--- src/rtl/raster_scan_ctrl_if.sv ---
// Shared pixel/triangle types and the triangle-in / pixel-out bundle for raster_scan_ctrl.
// slave is the scheduler's view; master is the producer/consumer side around it.
package raster_pkg;
    typedef struct packed {
        logic [15:0] tri_id;
        logic [31:0] attr;
    } triangle_state_t;

    typedef struct packed {
        logic signed [15:0] x;
        logic signed [15:0] y;
        triangle_state_t    triangle;
    } pixel_state_t;
endpackage

interface raster_scan_if;
    import raster_pkg::*;

    triangle_state_t    in_triangle;
    logic signed [15:0] in_bbox_x_min;
    logic signed [15:0] in_bbox_x_max;
    logic signed [15:0] in_bbox_y_min;
    logic signed [15:0] in_bbox_y_max;
    logic               in_last;
    logic               in_valid;
    logic               in_ready;
    pixel_state_t       out_pixel;
    logic               out_valid;
    logic               out_ready;
    logic               eval_busy;
    logic               busy;
    logic               frame_done;
    logic [31:0]        pix_count;

    modport slave (
        input  in_triangle, in_bbox_x_min, in_bbox_x_max, in_bbox_y_min, in_bbox_y_max,
        input  in_last, in_valid, out_ready, eval_busy,
        output in_ready, out_pixel, out_valid, busy, frame_done, pix_count
    );

    modport master (
        output in_triangle, in_bbox_x_min, in_bbox_x_max, in_bbox_y_min, in_bbox_y_max,
        output in_last, in_valid, out_ready, eval_busy,
        input  in_ready, out_pixel, out_valid, busy, frame_done, pix_count
    );
endinterface

--- src/rtl/raster_scan_ctrl.sv ---
// Per-triangle raster scheduler: clips the bbox to the screen, walks it in raster order (first pixel
// 1 cycle after accept, pixel held while out_ready low), then waits for pixel_eval to drain at frame end.
module raster_scan_ctrl
    import raster_pkg::*;
#(
    parameter int WIDTH  = 320,
    parameter int HEIGHT = 240
) (
    input  logic          clk,
    input  logic          rst,
    raster_scan_if.slave  bus
);
    typedef enum logic [1:0] {IDLE, SCAN, DRAIN} state_t;

    localparam logic signed [15:0] X_LIM = 16'(WIDTH - 1);
    localparam logic signed [15:0] Y_LIM = 16'(HEIGHT - 1);

    state_t             state_q, state_d;
    pixel_state_t       pix_q, pix_d;
    logic signed [15:0] cx_min_q, cx_min_d;
    logic signed [15:0] cx_max_q, cx_max_d;
    logic signed [15:0] cy_max_q, cy_max_d;
    logic               last_q, last_d;
    logic               out_valid_q, out_valid_d;
    logic               frame_done_q, frame_done_d;
    logic               drain_first_q, drain_first_d;
    logic [31:0]        pix_count_q, pix_count_d;

    logic signed [15:0] clip_x_min, clip_x_max, clip_y_min, clip_y_max;
    logic               clip_empty;

    always_comb begin
        clip_x_min = (bus.in_bbox_x_min < 16'sd0) ? 16'sd0 : bus.in_bbox_x_min;
        clip_x_max = (bus.in_bbox_x_max > X_LIM)  ? X_LIM  : bus.in_bbox_x_max;
        clip_y_min = (bus.in_bbox_y_min < 16'sd0) ? 16'sd0 : bus.in_bbox_y_min;
        clip_y_max = (bus.in_bbox_y_max > Y_LIM)  ? Y_LIM  : bus.in_bbox_y_max;
        clip_empty = (clip_x_min > clip_x_max) || (clip_y_min > clip_y_max);
    end

    always_comb begin
        state_d       = state_q;
        pix_d         = pix_q;
        cx_min_d      = cx_min_q;
        cx_max_d      = cx_max_q;
        cy_max_d      = cy_max_q;
        last_d        = last_q;
        out_valid_d   = out_valid_q;
        frame_done_d  = 1'b0;
        drain_first_d = drain_first_q;
        pix_count_d   = pix_count_q;

        unique case (state_q)
            IDLE: begin
                if (bus.in_valid) begin
                    cx_min_d = clip_x_min;
                    cx_max_d = clip_x_max;
                    cy_max_d = clip_y_max;
                    last_d   = bus.in_last;
                    if (clip_empty) begin
                        // Off-screen clip values never reach out_pixel, keeping it on-screen.
                        if (bus.in_last) begin
                            state_d       = DRAIN;
                            drain_first_d = 1'b1;
                        end
                    end else begin
                        pix_d.x        = clip_x_min;
                        pix_d.y        = clip_y_min;
                        pix_d.triangle = bus.in_triangle;
                        out_valid_d    = 1'b1;
                        state_d        = SCAN;
                    end
                end
            end
            SCAN: begin
                if (bus.out_ready) begin
                    pix_count_d = pix_count_q + 32'd1;
                    if (pix_q.x < cx_max_q) begin
                        pix_d.x = pix_q.x + 16'sd1;
                    end else if (pix_q.y < cy_max_q) begin
                        pix_d.x = cx_min_q;
                        pix_d.y = pix_q.y + 16'sd1;
                    end else begin
                        out_valid_d   = 1'b0;
                        state_d       = last_q ? DRAIN : IDLE;
                        drain_first_d = 1'b1;
                    end
                end
            end
            DRAIN: begin
                // The first DRAIN cycle is skipped so the final pixel is already inside pixel_eval.
                if (drain_first_q) begin
                    drain_first_d = 1'b0;
                end else if (!bus.eval_busy) begin
                    frame_done_d = 1'b1;
                    state_d      = IDLE;
                end
            end
            default: state_d = IDLE;
        endcase
    end

    always_ff @(posedge clk) begin
        if (rst) begin
            state_q       <= IDLE;
            pix_q         <= '0;
            cx_min_q      <= '0;
            cx_max_q      <= '0;
            cy_max_q      <= '0;
            last_q        <= 1'b0;
            out_valid_q   <= 1'b0;
            frame_done_q  <= 1'b0;
            drain_first_q <= 1'b0;
            pix_count_q   <= '0;
        end else begin
            state_q       <= state_d;
            pix_q         <= pix_d;
            cx_min_q      <= cx_min_d;
            cx_max_q      <= cx_max_d;
            cy_max_q      <= cy_max_d;
            last_q        <= last_d;
            out_valid_q   <= out_valid_d;
            frame_done_q  <= frame_done_d;
            drain_first_q <= drain_first_d;
            pix_count_q   <= pix_count_d;
        end
    end

    assign bus.in_ready   = (state_q == IDLE);
    assign bus.busy       = (state_q != IDLE);
    assign bus.out_pixel  = pix_q;
    assign bus.out_valid  = out_valid_q;
    assign bus.frame_done = frame_done_q;
    assign bus.pix_count  = pix_count_q;
endmodule

--- src/flat_wrapper.sv ---
// flat-port wrapper written by rule: the top's interface ports become plain ports
module raster_scan_ctrl_flat import raster_pkg::*;
#(
    parameter int WIDTH  = 320,
    parameter int HEIGHT = 240
)
  (clk, rst, bus_in_triangle, bus_in_bbox_x_min, bus_in_bbox_x_max, bus_in_bbox_y_min, bus_in_bbox_y_max, bus_in_last, bus_in_valid, bus_out_ready, bus_eval_busy, bus_in_ready, bus_out_pixel, bus_out_valid, bus_busy, bus_frame_done, bus_pix_count);
  raster_scan_if bus_i ();
  input  logic clk;
  input  logic rst;
  input wire logic [$bits(bus_i.in_triangle)-1:0] bus_in_triangle;
  input wire logic [$bits(bus_i.in_bbox_x_min)-1:0] bus_in_bbox_x_min;
  input wire logic [$bits(bus_i.in_bbox_x_max)-1:0] bus_in_bbox_x_max;
  input wire logic [$bits(bus_i.in_bbox_y_min)-1:0] bus_in_bbox_y_min;
  input wire logic [$bits(bus_i.in_bbox_y_max)-1:0] bus_in_bbox_y_max;
  input wire logic [$bits(bus_i.in_last)-1:0] bus_in_last;
  input wire logic [$bits(bus_i.in_valid)-1:0] bus_in_valid;
  input wire logic [$bits(bus_i.out_ready)-1:0] bus_out_ready;
  input wire logic [$bits(bus_i.eval_busy)-1:0] bus_eval_busy;
  output wire logic [$bits(bus_i.in_ready)-1:0] bus_in_ready;
  output wire logic [$bits(bus_i.out_pixel)-1:0] bus_out_pixel;
  output wire logic [$bits(bus_i.out_valid)-1:0] bus_out_valid;
  output wire logic [$bits(bus_i.busy)-1:0] bus_busy;
  output wire logic [$bits(bus_i.frame_done)-1:0] bus_frame_done;
  output wire logic [$bits(bus_i.pix_count)-1:0] bus_pix_count;
  assign bus_i.in_triangle = bus_in_triangle;
  assign bus_i.in_bbox_x_min = bus_in_bbox_x_min;
  assign bus_i.in_bbox_x_max = bus_in_bbox_x_max;
  assign bus_i.in_bbox_y_min = bus_in_bbox_y_min;
  assign bus_i.in_bbox_y_max = bus_in_bbox_y_max;
  assign bus_i.in_last = bus_in_last;
  assign bus_i.in_valid = bus_in_valid;
  assign bus_i.out_ready = bus_out_ready;
  assign bus_i.eval_busy = bus_eval_busy;
  assign bus_in_ready = bus_i.in_ready;
  assign bus_out_pixel = bus_i.out_pixel;
  assign bus_out_valid = bus_i.out_valid;
  assign bus_busy = bus_i.busy;
  assign bus_frame_done = bus_i.frame_done;
  assign bus_pix_count = bus_i.pix_count;
  raster_scan_ctrl #(.WIDTH(WIDTH), .HEIGHT(HEIGHT)) u_core (.clk(clk), .rst(rst), .bus(bus_i));
endmodule
--- config.mk ---
export PLATFORM = sky130hd
export DESIGN_NAME = raster_scan_ctrl_flat
export DESIGN_NICKNAME = d
export VERILOG_FILES = /design/src/rtl/raster_scan_ctrl_if.sv /design/src/rtl/raster_scan_ctrl.sv /design/src/flat_wrapper.sv
export SDC_FILE = /design/constraint.sdc
export NUM_CORES = 1
export LEC_CHECK = 0
export BUFFER_PORTS_ARGS = -buffer_cell sky130_fd_sc_hd__buf_2
export CORE_MARGIN = 3
export CORE_UTILIZATION = 39
export CTS_BUF_LIST = sky130_fd_sc_hd__clkbuf_16
export CTS_CLUSTER_SIZE = 14
export DETAILED_ROUTE_END_ITERATION = 6
export GPL_TIMING_DRIVEN = 0
export PLACE_DENSITY = 0.61
export SLEW_MARGIN = 10
export SYNTH_ARGS = -nofsm -noshare
export SYNTH_HDL_FRONTEND = slang
export SYNTH_SLANG_ARGS = --single-unit
--- constraint.sdc ---
create_clock -name clk -period 3.1 [get_ports clk]
set_input_delay 0.31 -clock clk [delete_from_list [all_inputs] [get_ports clk]]
set_output_delay 0.31 -clock clk [all_outputs]
set_load 0.02 [all_outputs]
Yosys cells after proc, flatten, opt, wreduce, memory -nomap -nowiden:

Cells that the tools add are included.

* add/sub/neg operators: 3
* magnitude comparators: 8
* equality and inequality tests: 14
* multiplexer cells: 35
* bitwise operators: 2
* reduce and logical (&&, ||, !) cells: 14

Operators by type and width (count)
* two-way mux 80 bit: 2
* two-way mux 16 bit: 6
* two-way mux 32 bit: 2
* case mux 32 bit (2 select lines): 1
* adder 16 x 2 -> 16 bit, second input constant: 2
* adder 32 x 1 -> 32 bit, second input constant: 1
* > comparator 16 bit: 2
* < comparator 16 x 1 -> 1 bit, second input constant: 2
* < comparator 16 bit: 2
* two-way mux 2 bit: 9
* > comparator 16 x 10 -> 1 bit, second input constant: 1
* > comparator 16 x 9 -> 1 bit, second input constant: 1
* inequality test 2 bit, second input constant: 8
* AND reduction 7 bit: 2
* two-way mux 1 bit: 12
* AND reduction 6 bit: 2
* case mux 2 bit (3 select lines): 1
* AND reduction 5 bit: 1
* inequality test 2 x 1 -> 1 bit, second input constant: 2
* AND reduction 2 bit: 2
* nonzero test 2 bit: 2
* inequality test 3 x 1 -> 1 bit, second input constant: 1
* inequality test 3 bit, second input constant: 1
* case mux 1 bit (3 select lines): 1
* 9 further kinds: 10

* register bits after elaboration: 166
* bits of input ports: 118
* output and inout bits: 116
* word-level logic and storage cells: 89

Depth between registers and ports, before layout:

Gate-level depths: netlist of the first run.

* word-level depth: 7
* gate-level depth with buffers: 15

Least setup slack after synthesis of the first run:

No wires, ideal clock.

* kind: input-to-reg
* start: input bus_in_bbox_x_max[6]
* end: register u_core.pix_q (netlist bit u_core.bus.out_pixel[75])
* library setup time: 130 ps
* arrival time: 3043 ps
* data required time: 2970 ps
* setup slack: -73 ps
* cell stages on the path: 13
* path through: o21ai_0 a41o_1 clkbuf_1 nand2_1 ha_1 nand3_1 or3_1 o311a_1 o21ai_4 nor2_4 buf_2 a221oi_2 nor3_2

* longest elaborated chain between the ends: 6

RTL lines
* start: declaration: RTL line flat_wrapper.sv:13 `input wire logic [$bits(bus_i.in_bbox_x_max)-1:0] bus_in_bbox_x_max;`
* > comparator 16 x 10 -> 1 bit: RTL line raster_scan_ctrl.sv:34 `clip_x_max = (bus.in_bbox_x_max > X_LIM) ? X_LIM : bus.in_bbox_x_max;`
* two-way mux 16 bit *: RTL line raster_scan_ctrl.sv:34
* > comparator 16 bit *: RTL line raster_scan_ctrl.sv:37 `clip_empty = (clip_x_min > clip_x_max) || (clip_y_min > clip_y_max);`
* logical OR 1 bit *: RTL line raster_scan_ctrl.sv:37
* inequality test 2 bit (no source line) *
* AND reduction 5 bit (no source line) *
* end signal: assignment: RTL line raster_scan_ctrl.sv:116 `pix_q <= pix_d;`
* end: declaration: RTL line raster_scan_ctrl.sv:19 `pixel_state_t pix_q, pix_d;`

Mark *: on every way between the ends. The rest lies on a longest branch, timed or not.
A chain may end at the register's enable or synchronous reset.

Worst setup path in the final report of the first run:

* start: input bus_in_bbox_y_max[4]
* end: register u_core.pix_q (netlist bit u_core.bus.out_pixel[49])

* longest elaborated chain between the ends: 6

RTL lines
* start: declaration: RTL line flat_wrapper.sv:15 `input wire logic [$bits(bus_i.in_bbox_y_max)-1:0] bus_in_bbox_y_max;`
* > comparator 16 x 9 -> 1 bit: RTL line raster_scan_ctrl.sv:36 `clip_y_max = (bus.in_bbox_y_max > Y_LIM) ? Y_LIM : bus.in_bbox_y_max;`
* two-way mux 16 bit *: RTL line raster_scan_ctrl.sv:36
* > comparator 16 bit *: RTL line raster_scan_ctrl.sv:37
* logical OR 1 bit *: RTL line raster_scan_ctrl.sv:37
* inequality test 2 bit (no source line) *
* AND reduction 6 bit (no source line) *

Marked as above.

==> flow_summary.ini, run 1 <==
[clocking]
clkTransAtPathRegs_ns = 0.07
cts.sinks = 165
clockRootBuffer = clkbuf_16
clockBufferDepth = 2
insertion_delay_ns = 0.43
cts_hold_buf = 0
cts_tree = built
h-tree-depth = 4
cts_buffers = 17

[synth]
synth_area_leaders = dfxtp_1 37%, nand2_1 9.3%, ha_1 9.1%
ys_warn_count = 0
synthCells = 1138
yosysMostFrequentCell = nand2_1
synth_async_sr_flop_share_pct = 0
synth_top_cell_area_share_pct = 36.5
synth_top_flop_cell = dfxtp_1
syn_nets = 1322
ys_types = 68
synth-seq-cells = 165
synth.cell_area_sq_mm = 0.00904
synth-edff-count = 0
yosysSeqAreaShare_pct = 36.5
avgSynthCellArea_sq_um = 7.95
synth_commonest_cells = 223 x nand2_1, 165 x dfxtp_1, 135 x a21oi_1, 81 x nor2_1, 66 x ha_1
synth_largest_area_cell = dfxtp_1

[layout]
nets = 1581
drive_above_1_share_pct = 25.5
area_delta_synth_final_pct = 27.8
fin_util_pct = 50.9
final_area_sq_mm = 0.0116

[worst_setup_path]
critPathLaunchType = input port
cp.arrival_ns = 3.38
path_max_fanout = 10
cp_cell_sequence = buf_2, nand4_1, a31oi_4, buf_4, nor2_1, ha_1, nand4_1, or4_1, o21ai_1, a41o_1, o21ai_4, nor2_4, buf_4, a22oi_1, a211oi_1
endpoint_kind = flip-flop
path_class = in -> reg
path_delay_family = compound AO/OA/AOI/OAI gates
max_stage_delay_ns = 0.53
path_buf_inv = 3
crit_required_ns = 3.43
crit_path_top_delay_cell = or4_1

[power_and_ir_drop]
p_leak_nw = 4.88
ir_drop_uv = 327
p_per_area_mw_per_mm2 = 517
fin_total_pwr_mw = 5.97

[route]
routedWlPerCell_microns = 17.8
vias_per_cell = 5.38
drtIter0Drc = 567
drt_wl_total_mm = 30.2
vias = 9121
drc_errors = 0
drtPass1Iterations = 6
ant_nets = 0

[die]
start_util_pct = 39.8
die_area_sq_mm = 0.0251
num_io_pins = 234
core-area_sq_mm = 0.0227
fp.dieH_microns = 158
rows = 55
die_w_microns = 158

[timing]
relSlewSlack_pct = 40.7
hold_viol = 0
worstMarginPinSlew_ns = 0.889
fin_crit_ns = 3.05
maxSlewViolCount = 0
setup-violations-final = 0
clock.fmax_ghz = 0.328
fin_crit_sh_pct = 98.4
finClkSkew_ns = 0.0114
setup_ws_ns = 0.0506

[global_route]
grt_pass1_vias = 8478
grt_pass1_wl_mm = 45.6
grt_max_degree = 20
overflow = 0
antenna_found_initial = 0
grt_usage_pct = 23.1

[run]
maxCapViolCount = 0

[placement]
preCtsSetupSlack_ns = -0.986
portBuffers = 230
hpwl_mm = 22.7
placed_area_sq_mm = 0.0106
routabilityCongestion = 0.874

[min_path]
hp-class = in -> reg

[outcome]
status = finished, final reports clean
## layout by cell type, fill, tap and decap left out, types with 5 or more instances in the layout
cell type	instances
o21a_1	5
buf_1	5
buf_2	233
nor2_1	74
or3_1	6
nor3_1	20
o211ai_1	9
nand2b_1	8
nor2_2	9
and4_1	7
ha_1	66
xnor2_1	26
a21oi_1	135
clkbuf_16	17
inv_1	46
dfxtp_1	165
mux2i_1	11
clkbuf_2	7
and3_1	12
buf_4	20
a211oi_2	11
clkbuf_1	30
a211oi_1	17
a221oi_2	12
xor2_1	23
nand4_1	16
nand2_1	222
nor2b_1	30
nand3_1	42
a22oi_1	14
buf_6	7
o21ai_0	19
## flip-flops by register name (all words and copies together) (netlist names)
name	flops
u_core.bus.frame_done	1
u_core.bus.out_pixel	80
u_core.bus.out_valid	1
u_core.bus.pix_count	32
u_core.cx_max_q	16
u_core.cx_min_q	15
u_core.cy_max_q	16
u_core.drain_first_q	1
u_core.last_q	1
u_core.state_q	2
## metal layers
| metal | GRT usage (%) | up-vias | share of wire (%) |
|---|---|---|---|
| li1 | - | 4495 | - |
| met1 | 30.9 | 4258 | 44 |
| met2 | 37.2 | 306 | 47 |
| met3 | 4.70 | 62 | 5.5 |
| met4 | 8.28 | 0 | 3.3 |
| met5 | 0 | - | 0 |
## cell type report
type	count	area [sq um]
Clock buffer	17	425
Inverter	48	180
Buffer	61	328
Multi-Input combinational cell	861	5520
Clock inverter	15	193
Fill cell	2276	11200
Antenna cell	1	2.50
Tap cell	285	357
Sequential cell	165	3300
Timing Repair Buffer	243	1250
## per-stage QoR
stage,hold slack [ns],instances,TNS (ns)
floorplan,0.389,1138,0
global placement,0.428,1653,-66.61
detailed placement,0.424,1653,-67.32
CTS,0.0437,1687,0
global route,0.0411,1695,-1.30
finish,0.0603,1696,0
## what timing repair did
item / 4_1_cts / 5_1_grt
endpoints found under the setup margin: 83 / 83
pin swaps: 3 / 9
cloned: 0 / 1
setup buffers: 4 / 8
gates resized for setup: 29 / 46
## power breakdown
group	internal, mW	leakage [nW]	switching [mW]	total (mW)
combinational	0.515	3.24	0.849	1.36
sequential	2.23	1.34	0.0943	2.32
clock	1.29	0.296	0.997	2.29
total	4.03	4.88	1.94	5.97
## cells by family after synthesis
logic type	count (synthesis)	synth area share, %
and+or+nand+nor	471	23.8
buffers and inverters	112	5.15
DFF	165	36.5
xor gates and xnor gates	49	4.75
muxes	11	1.22
adders and majority gates	66	9.13
AOI/OAI and AO/OA	264	19.4
## worst reg2reg max path, stage by stage (launching register included)
cell	delay (ns)
dfxtp_1	0.45
ha_1	0.28
a21o_1	0.21
a2111oi_4	0.41
o211ai_1	0.22
o21a_1	0.32
a21oi_4	0.26
nand2b_2	0.27
buf_4	0.22
a21oi_1	0.08
nor3_1	0.15
## worst paths after layout
path | startpoint | endpoint | slack (ns) | cells past startpoint
max | bus_in_bbox_y_max[4] | u_core.bus.out_pixel[49]$_SDFFE_PP0P_ | 0.05 | 15
min | bus_eval_busy | u_core.bus.frame_done$_SDFF_PP0_ | 0.06 | 2
max reg2reg | u_core.bus.out_pixel[61]$_SDFFE_PP0P_ | u_core.bus.out_pixel[76]$_SDFFE_PP0P_ | 0.15 | 10
min reg2reg | u_core.drain_first_q$_SDFFE_PP0P_ | u_core.bus.frame_done$_SDFF_PP0_ | 0.44 | 1
Note: power is estimated with default switching activity, not from simulation.
==> run 2, diff against run 1 <==
--- a/config.mk
+++ b/config.mk
@@ -12,7 +12,7 @@
 export CTS_CLUSTER_SIZE = 14
 export DETAILED_ROUTE_END_ITERATION = 6
 export GPL_TIMING_DRIVEN = 0
-export PLACE_DENSITY = 0.61
+export PLACE_DENSITY = 0.59
 export SLEW_MARGIN = 10
 export SYNTH_ARGS = -nofsm -noshare
 export SYNTH_HDL_FRONTEND = slang
==> constraint.sdc (replaced) <==
create_clock -name clk -period 3.9 [get_ports clk]
set_input_delay 0.39 -clock clk [delete_from_list [all_inputs] [get_ports clk]]
set_output_delay 0.39 -clock clk [all_outputs]
set_load 0.02 [all_outputs]
==> run 2 against run 1 <==
Against the previous run: global-route usage down 0.21 points; via count down 1.0%; clock power down 24%; routed wire length down 1.8%; highest routed layer is now met5.
==> flow_summary.ini, run 2 (synthesis results as in run 1) <==
[outcome]
status = finished, final reports clean

[global_route]
grt_pass1_wl_mm = 44.9
grt_max_degree = 19
grt_usage_pct = 22.9
antenna_found_initial = 1
grt_pass1_vias = 8290
overflow = 0

[timing]
worstMarginPinSlew_ns = 0.918
clock.fmax_ghz = 0.270
setup-violations-final = 0
relSlewSlack_pct = 38.8
fin_crit_sh_pct = 95.0
maxSlewViolCount = 0
fin_crit_ns = 3.70
rsz0062_at_grt = false
hold_viol = 0
finClkSkew_ns = 0.0158

[route]
drc_errors = 0
drtIter0Drc = 651
vias = 9026
drt_wl_total_mm = 29.6
vias_per_cell = 5.35
drtPass1Iterations = 5
routedWlPerCell_microns = 17.6
ant_nets = 0

[layout]
fillers = 2325
mostFrequentLayoutCell = buf_2
final_cell_mix = 241 x buf_2, 223 x nand2_1, 165 x dfxtp_1
fin_util_pct = 49.2
drive_above_1_share_pct = 22.4
largest_register_ffs = 80
finalNonFillerCells = 1688
area_delta_synth_final_pct = 23.5
nets = 1571

[die]
rows = 55
die_area_sq_mm = 0.0251
die_w_microns = 158
core-area_sq_mm = 0.0227
fp.dieH_microns = 158
start_util_pct = 39.8
num_io_pins = 234

[clocking]
cts_hold_buf = 0
cts_setup_buffers = 0
cts_resized = 0
cts_buffers = 17
clkTransAtPathRegs_ns = 0.07
insertion_delay_ns = 0.44
cts_tree = built
clockBufferDepth = 2
h-tree-depth = 4
clockRootBuffer = clkbuf_16
cts.sinks = 165

[placement]
portBuffers = 230
hpwl_mm = 22.7
routabilityCongestion = 0.870
dp.cells = 1653

[worst_setup_path]
path_max_fanout = 10
path_class = in -> reg
cp.arrival_ns = 4.05
reg2reg_depth = 10
crit_required_ns = 4.24
cp_cell_sequence = buf_2, nor4_1, a31oi_2, or2_2, ha_1, nand4_1, or4_1, o21ai_0, a41o_1, o21ai_4, o21ai_2, clkbuf_1, a21oi_1, nor3_1
critPathLaunchType = input port
endpoint_kind = flip-flop
max_stage_delay_ns = 0.52
crit_path_top_delay_cell = clkbuf_1

[power_and_ir_drop]
p_leak_nw = 4.71
pwr-share-clk_pct = 37.8
power_frac_seq_pct = 40.3
p_switching_mw = 1.52
fin_total_pwr_mw = 4.57
combPwrFrac_pct = 21.9
p_per_area_mw_per_mm2 = 409
ir_drop_uv = 288
p_int_mw = 3.05
p_sw_share_pct = 33.3

[run]
maxCapViolCount = 0

[min_path]
hp-class = in -> reg
hold_depth = 2
[run 2: changes by cell type in the layout (fill, tap and decap cells not counted), sizes merged]
cell / delta
buf: -13
bufinv: -2
clkbuf: +3
clkinv: -1
clkinvlp: -2
diode: +2
inv: +5
[run 2: final cells by class]
class | count | area (sq um) | share of cell area [%]
multi-input combinational | 861 | 5290 | 47.4
sequential | 165 | 3300 | 29.6
timing repair buffer | 230 | 1150 | 10.3
clock buffer | 17 | 425 | 3.81
tap | 285 | 357 | 3.19
buffer | 64 | 285 | 2.55
inverter | 48 | 180 | 1.61
clock inverter | 15 | 170 | 1.52
antenna | 3 | 7.51 | 0.0672
[run 2: per-stage QoR]
stage / hold slack [ns] / instance area [sq um] / setup WS [ns] / setup TNS (ns)
after floorplan: 0.409 / 9040 / 0.647 / 0
after global placement: 0.423 / 10600 / -0.302 / -11.07
after detailed placement: 0.425 / 10600 / -0.353 / -12.41
after CTS: 0.118 / 11100 / 0.0802 / 0
after global routing: 0.121 / 11200 / 0.0169 / 0
final: 0.138 / 11200 / 0.196 / 0
[run 2: per-layer routing]
| layer | global-route usage, % | wire length [microns] |
|---|---|---|
| met1 | 31.0 | 13300 |
| met2 | 36.7 | 13900 |
| met3 | 4.21 | 1650 |
| met4 | 8.23 | 782 |
| met5 | 0 | 13 |
[run 2: worst paths after layout]
check	startpoint	end	slack [ns]
worst max-delay path	bus_in_bbox_y_max[14]	u_core.bus.out_pixel[76]$_SDFFE_PP0P_	0.20
worst min-delay path	bus_eval_busy	u_core.bus.frame_done$_SDFF_PP0_	0.14
worst max register to register	u_core.bus.out_pixel[61]$_SDFFE_PP0P_	u_core.bus.out_pixel[59]$_SDFFE_PP0P_	0.78
worst min register to register	u_core.drain_first_q$_SDFFE_PP0P_	u_core.bus.frame_done$_SDFF_PP0_	0.45
[run 2: worst max-delay path: cells and delay by family]
kind	cells	cell delay [ns]
simple gates	5	1.59
buf+inv	2	0.65
compound gates	6	1.13
fa+ha+maj	1	0.28
[run 2: power by group through the flow]
stage | clock network, mW | registers, mW | logic (mW)
after global routing | 1.84 | 1.85 | 1.10
after global placement | 0 | 1.88 | 0.981
after CTS | 1.78 | 1.84 | 0.995
final | 1.73 | 1.84 | 0.999
after detailed placement | 0 | 1.88 | 0.990
after floorplan | 0 | 1.91 | 0.616
==> run 3, diff against run 2 <==
--- a/config.mk
+++ b/config.mk
@@ -5,14 +5,17 @@
 export SDC_FILE = /design/constraint.sdc
 export NUM_CORES = 1
 export LEC_CHECK = 0
+export ABC_AREA = 1
 export BUFFER_PORTS_ARGS = -buffer_cell sky130_fd_sc_hd__buf_2
+export CORE_ASPECT_RATIO = 1.2
 export CORE_MARGIN = 3
 export CORE_UTILIZATION = 39
 export CTS_BUF_LIST = sky130_fd_sc_hd__clkbuf_16
 export CTS_CLUSTER_SIZE = 14
 export DETAILED_ROUTE_END_ITERATION = 6
 export GPL_TIMING_DRIVEN = 0
-export PLACE_DENSITY = 0.59
+export PLACE_DENSITY = 0.58
+export REMOVE_ABC_BUFFERS = 1
 export SLEW_MARGIN = 10
 export SYNTH_ARGS = -nofsm -noshare
 export SYNTH_HDL_FRONTEND = slang
==> run 3 against run 2 <==
Against the previous run: global-route usage down 1.7 points; first-iteration DRC count down 33%; via count up 5.9%; highest routed layer unchanged; critical path depth up 4; count of clock-buffer cells in the layout unchanged; largest cell class unchanged; critical path type unchanged.
==> flow_summary.ini, run 3 <==
[outcome]
status = finished, final reports clean

[synth]
ys_types = 41
synth_area_leaders = dfxtp_1 34%, nand2_1 12%, nor2_1 10%
synth_top_flop_cell = dfxtp_1
synth_commonest_cells = 318 x nand2_1, 264 x nor2_1, 170 x inv_1, 165 x dfxtp_1, 101 x o21ai_0
synth_top_cell_area_share_pct = 34.3
synth_largest_area_cell = dfxtp_1
avgSynthCellArea_sq_um = 6.65
yosysMostFrequentCell = nand2_1
synthCells = 1449
synth.cell_area_sq_mm = 0.00963
yosysSeqAreaShare_pct = 34.3
synth_async_sr_flop_share_pct = 0
synth-seq-cells = 165
synth-edff-count = 0
ys_warn_count = 0

[route]
drt_wl_total_mm = 28.3
vias = 9562
ant_nets = 0
drtIter0Drc = 436
drtPass1Iterations = 5
drc_errors = 0
routedWlPerCell_microns = 14.2
vias_per_cell = 4.81

[worst_setup_path]
path_max_fanout = 24
r2r_start = u_core.state_q[1]$_SDFFE_PP0P_
r2r_end = u_core.bus.out_pixel[68]$_SDFFE_PP0P_
crit_required_ns = 4.27
critPathLaunchType = input port
reg2reg_slack_ns = 1.10
path_class = in -> reg
endpoint_kind = flip-flop
reg2reg_depth = 12
cp.arrival_ns = 3.78

[clocking]
cts_tree = built
clockRootBuffer = clkbuf_16
h-tree-depth = 4
cts_buffers = 17
insertion_delay_ns = 0.43
cts.sinks = 165
clkTransAtPathRegs_ns = 0.08
clockBufferDepth = 2

[min_path]
hold_depth = 2
hold_end = u_core.last_q$_SDFFE_PP0P_
min_from = bus_in_valid
hp-class = in -> reg

[die]
start_util_pct = 39.9
num_io_pins = 234
die_w_microns = 149
rows = 62
die_area_sq_mm = 0.0266
fp.dieH_microns = 178
core-area_sq_mm = 0.0241

[timing]
maxSlewViolCount = 0
worstMarginPinSlew_ns = 1.02
rsz0062_at_grt = false
fin_crit_ns = 3.40
finClkSkew_ns = 0.0113
setup_ws_ns = 0.498
clock.fmax_ghz = 0.294
hold_viol = 0
relSlewSlack_pct = 31.6
setup-violations-final = 0
tns_ns = 0
fin_crit_sh_pct = 87.2
whs_ns = 0.167

[power_and_ir_drop]
power_frac_seq_pct = 31.0
ir_drop_uv = 381
p_per_area_mw_per_mm2 = 661
combPwrFrac_pct = 47.4
p_int_mw = 4.07
pwr-share-clk_pct = 21.6
p_sw_share_pct = 47.0
p_switching_mw = 3.62
p_leak_nw = 6.04

[layout]
area_delta_synth_final_pct = 20.8
multi_input_area_sq_mm = 0.00544
mostFrequentLayoutCell = nand2_1
fillers = 2585
nets = 1837
drive_above_1_share_pct = 19.4
fin_util_pct = 48.2
n_antenna_cell = 0
regArea_sq_mm = 0.00330
largest_register_ffs = 80
final_cell_mix = 317 x nand2_1, 264 x nor2_1, 233 x buf_2

[placement]
preCtsSetupSlack_ns = -1.42
routabilityCongestion = 0.859
portBuffers = 233
hpwl_mm = 19.6

[global_route]
grt_pass1_wl_mm = 45.6
overflow = 0
grt_max_degree = 86
grt_usage_pct = 21.2
grt_pass1_vias = 9035
antenna_found_initial = 2

[run]
maxCapViolCount = 0
run 3: cell count changes after synthesis, sizes merged, moves of 14 or more:
cell,before,now
a21oi,136,78
a211oi,28,0
xnor2,26,6
nand3b,1,15
nor2,85,274
nand2,223,328
inv,48,179
nor2b,30,0
clkbuf,42,28
nand3,42,74
a221oi,14,0
o21ai,24,107
run 3: layout make-up:
cell class	instances	area share (%)
clock inverter	15	1.17
clock buffer	17	3.66
multi-input combinational	1050	46.8
inverter	180	5.89
timing repair buffer	239	10.7
sequential	165	28.4
tap	320	3.44
run 3: worst max-delay path by stage:
stage	start	end	slack [ns]	cells past startpoint
after floorplan	bus_in_bbox_x_max[6]	u_core.bus.out_pixel[64]$_SDFFE_PP0P_	0.13	19
after global routing	bus_in_bbox_x_max[6]	u_core.bus.out_pixel[2]$_SDFFE_PP0P_	0.05	18
final	bus_in_bbox_x_max[6]	u_core.bus.out_pixel[34]$_SDFFE_PP0P_	0.50	18
after global placement	bus_in_bbox_x_max[6]	u_core.bus.out_pixel[70]$_SDFFE_PP0P_	-1.45	20
after detailed placement	bus_in_bbox_x_max[6]	u_core.bus.out_pixel[69]$_SDFFE_PP0P_	-1.42	19
after CTS	bus_in_bbox_x_max[6]	u_core.bus.out_pixel[69]$_SDFFE_PP0P_	0.01	19
run 3: per-stage QoR:
step | cells | total power [mW] | area, sq um
6_report | 1986 | 7.69 | 11600
3_3_place_gp | 1945 | 5.93 | 10900
3_5_place_dp | 1946 | 5.98 | 11000
4_1_cts | 1982 | 7.70 | 11600
5_1_grt | 1986 | 8.40 | 11600
2_1_floorplan | 1392 | 4.84 | 9360
run 3: timing repair:
action                     in CTS  in global routing
pin swaps                       1                  1
hold buffers                    0                  0
setup endpoints to repair      63                 80
gates resized for setup         5                  4
cloned                          2                  1
buffers inserted                2                  3
run 3: layer usage:
metal	wire length (microns)	share of wire, %	global-route usage (%)	vias up
met5	21	0.074	0	-
met4	298	1.1	4.54	4
met3	1840	6.5	4.85	22
met2	13300	47	36.5	241
met1	12800	45	27.2	4280
li1	-	-	-	5015
run 3: kinds of logic after synthesis:
family | Yosys count | share of synthesized area (%)
buf+inv | 237 | 9.91
compound gates | 211 | 11.7
fa+ha+maj | 66 | 8.57
xor+xnor | 33 | 3.00
flops | 165 | 34.3
simple gates | 737 | 32.5
run 3: critical path, stage by stage:
cell and delay (ns):
buf_2 0.12, o21a_1 0.17, nor3_1 0.19, a41oi_2 0.28, inv_1 0.25, nand2_1 0.13
ha_1 0.32, nand2_1 0.08, clkinv_1 0.07, nand2_1 0.06, nand2_1 0.05, a21oi_1 0.14
nand3_1 0.14, nand2_4 0.24, nand3_2 0.30, nor2_4 0.58, o21ai_0 0.15, nor2_1 0.11
run 3: power groups by stage:
stage	sequential (mW)	combinational (mW)	clock (mW)
after floorplan	2.57	2.27	0
after global placement	2.41	3.52	0
after global routing	2.43	4.20	1.76
after CTS	2.38	3.61	1.71
after detailed placement	2.41	3.57	0
final	2.38	3.65	1.66
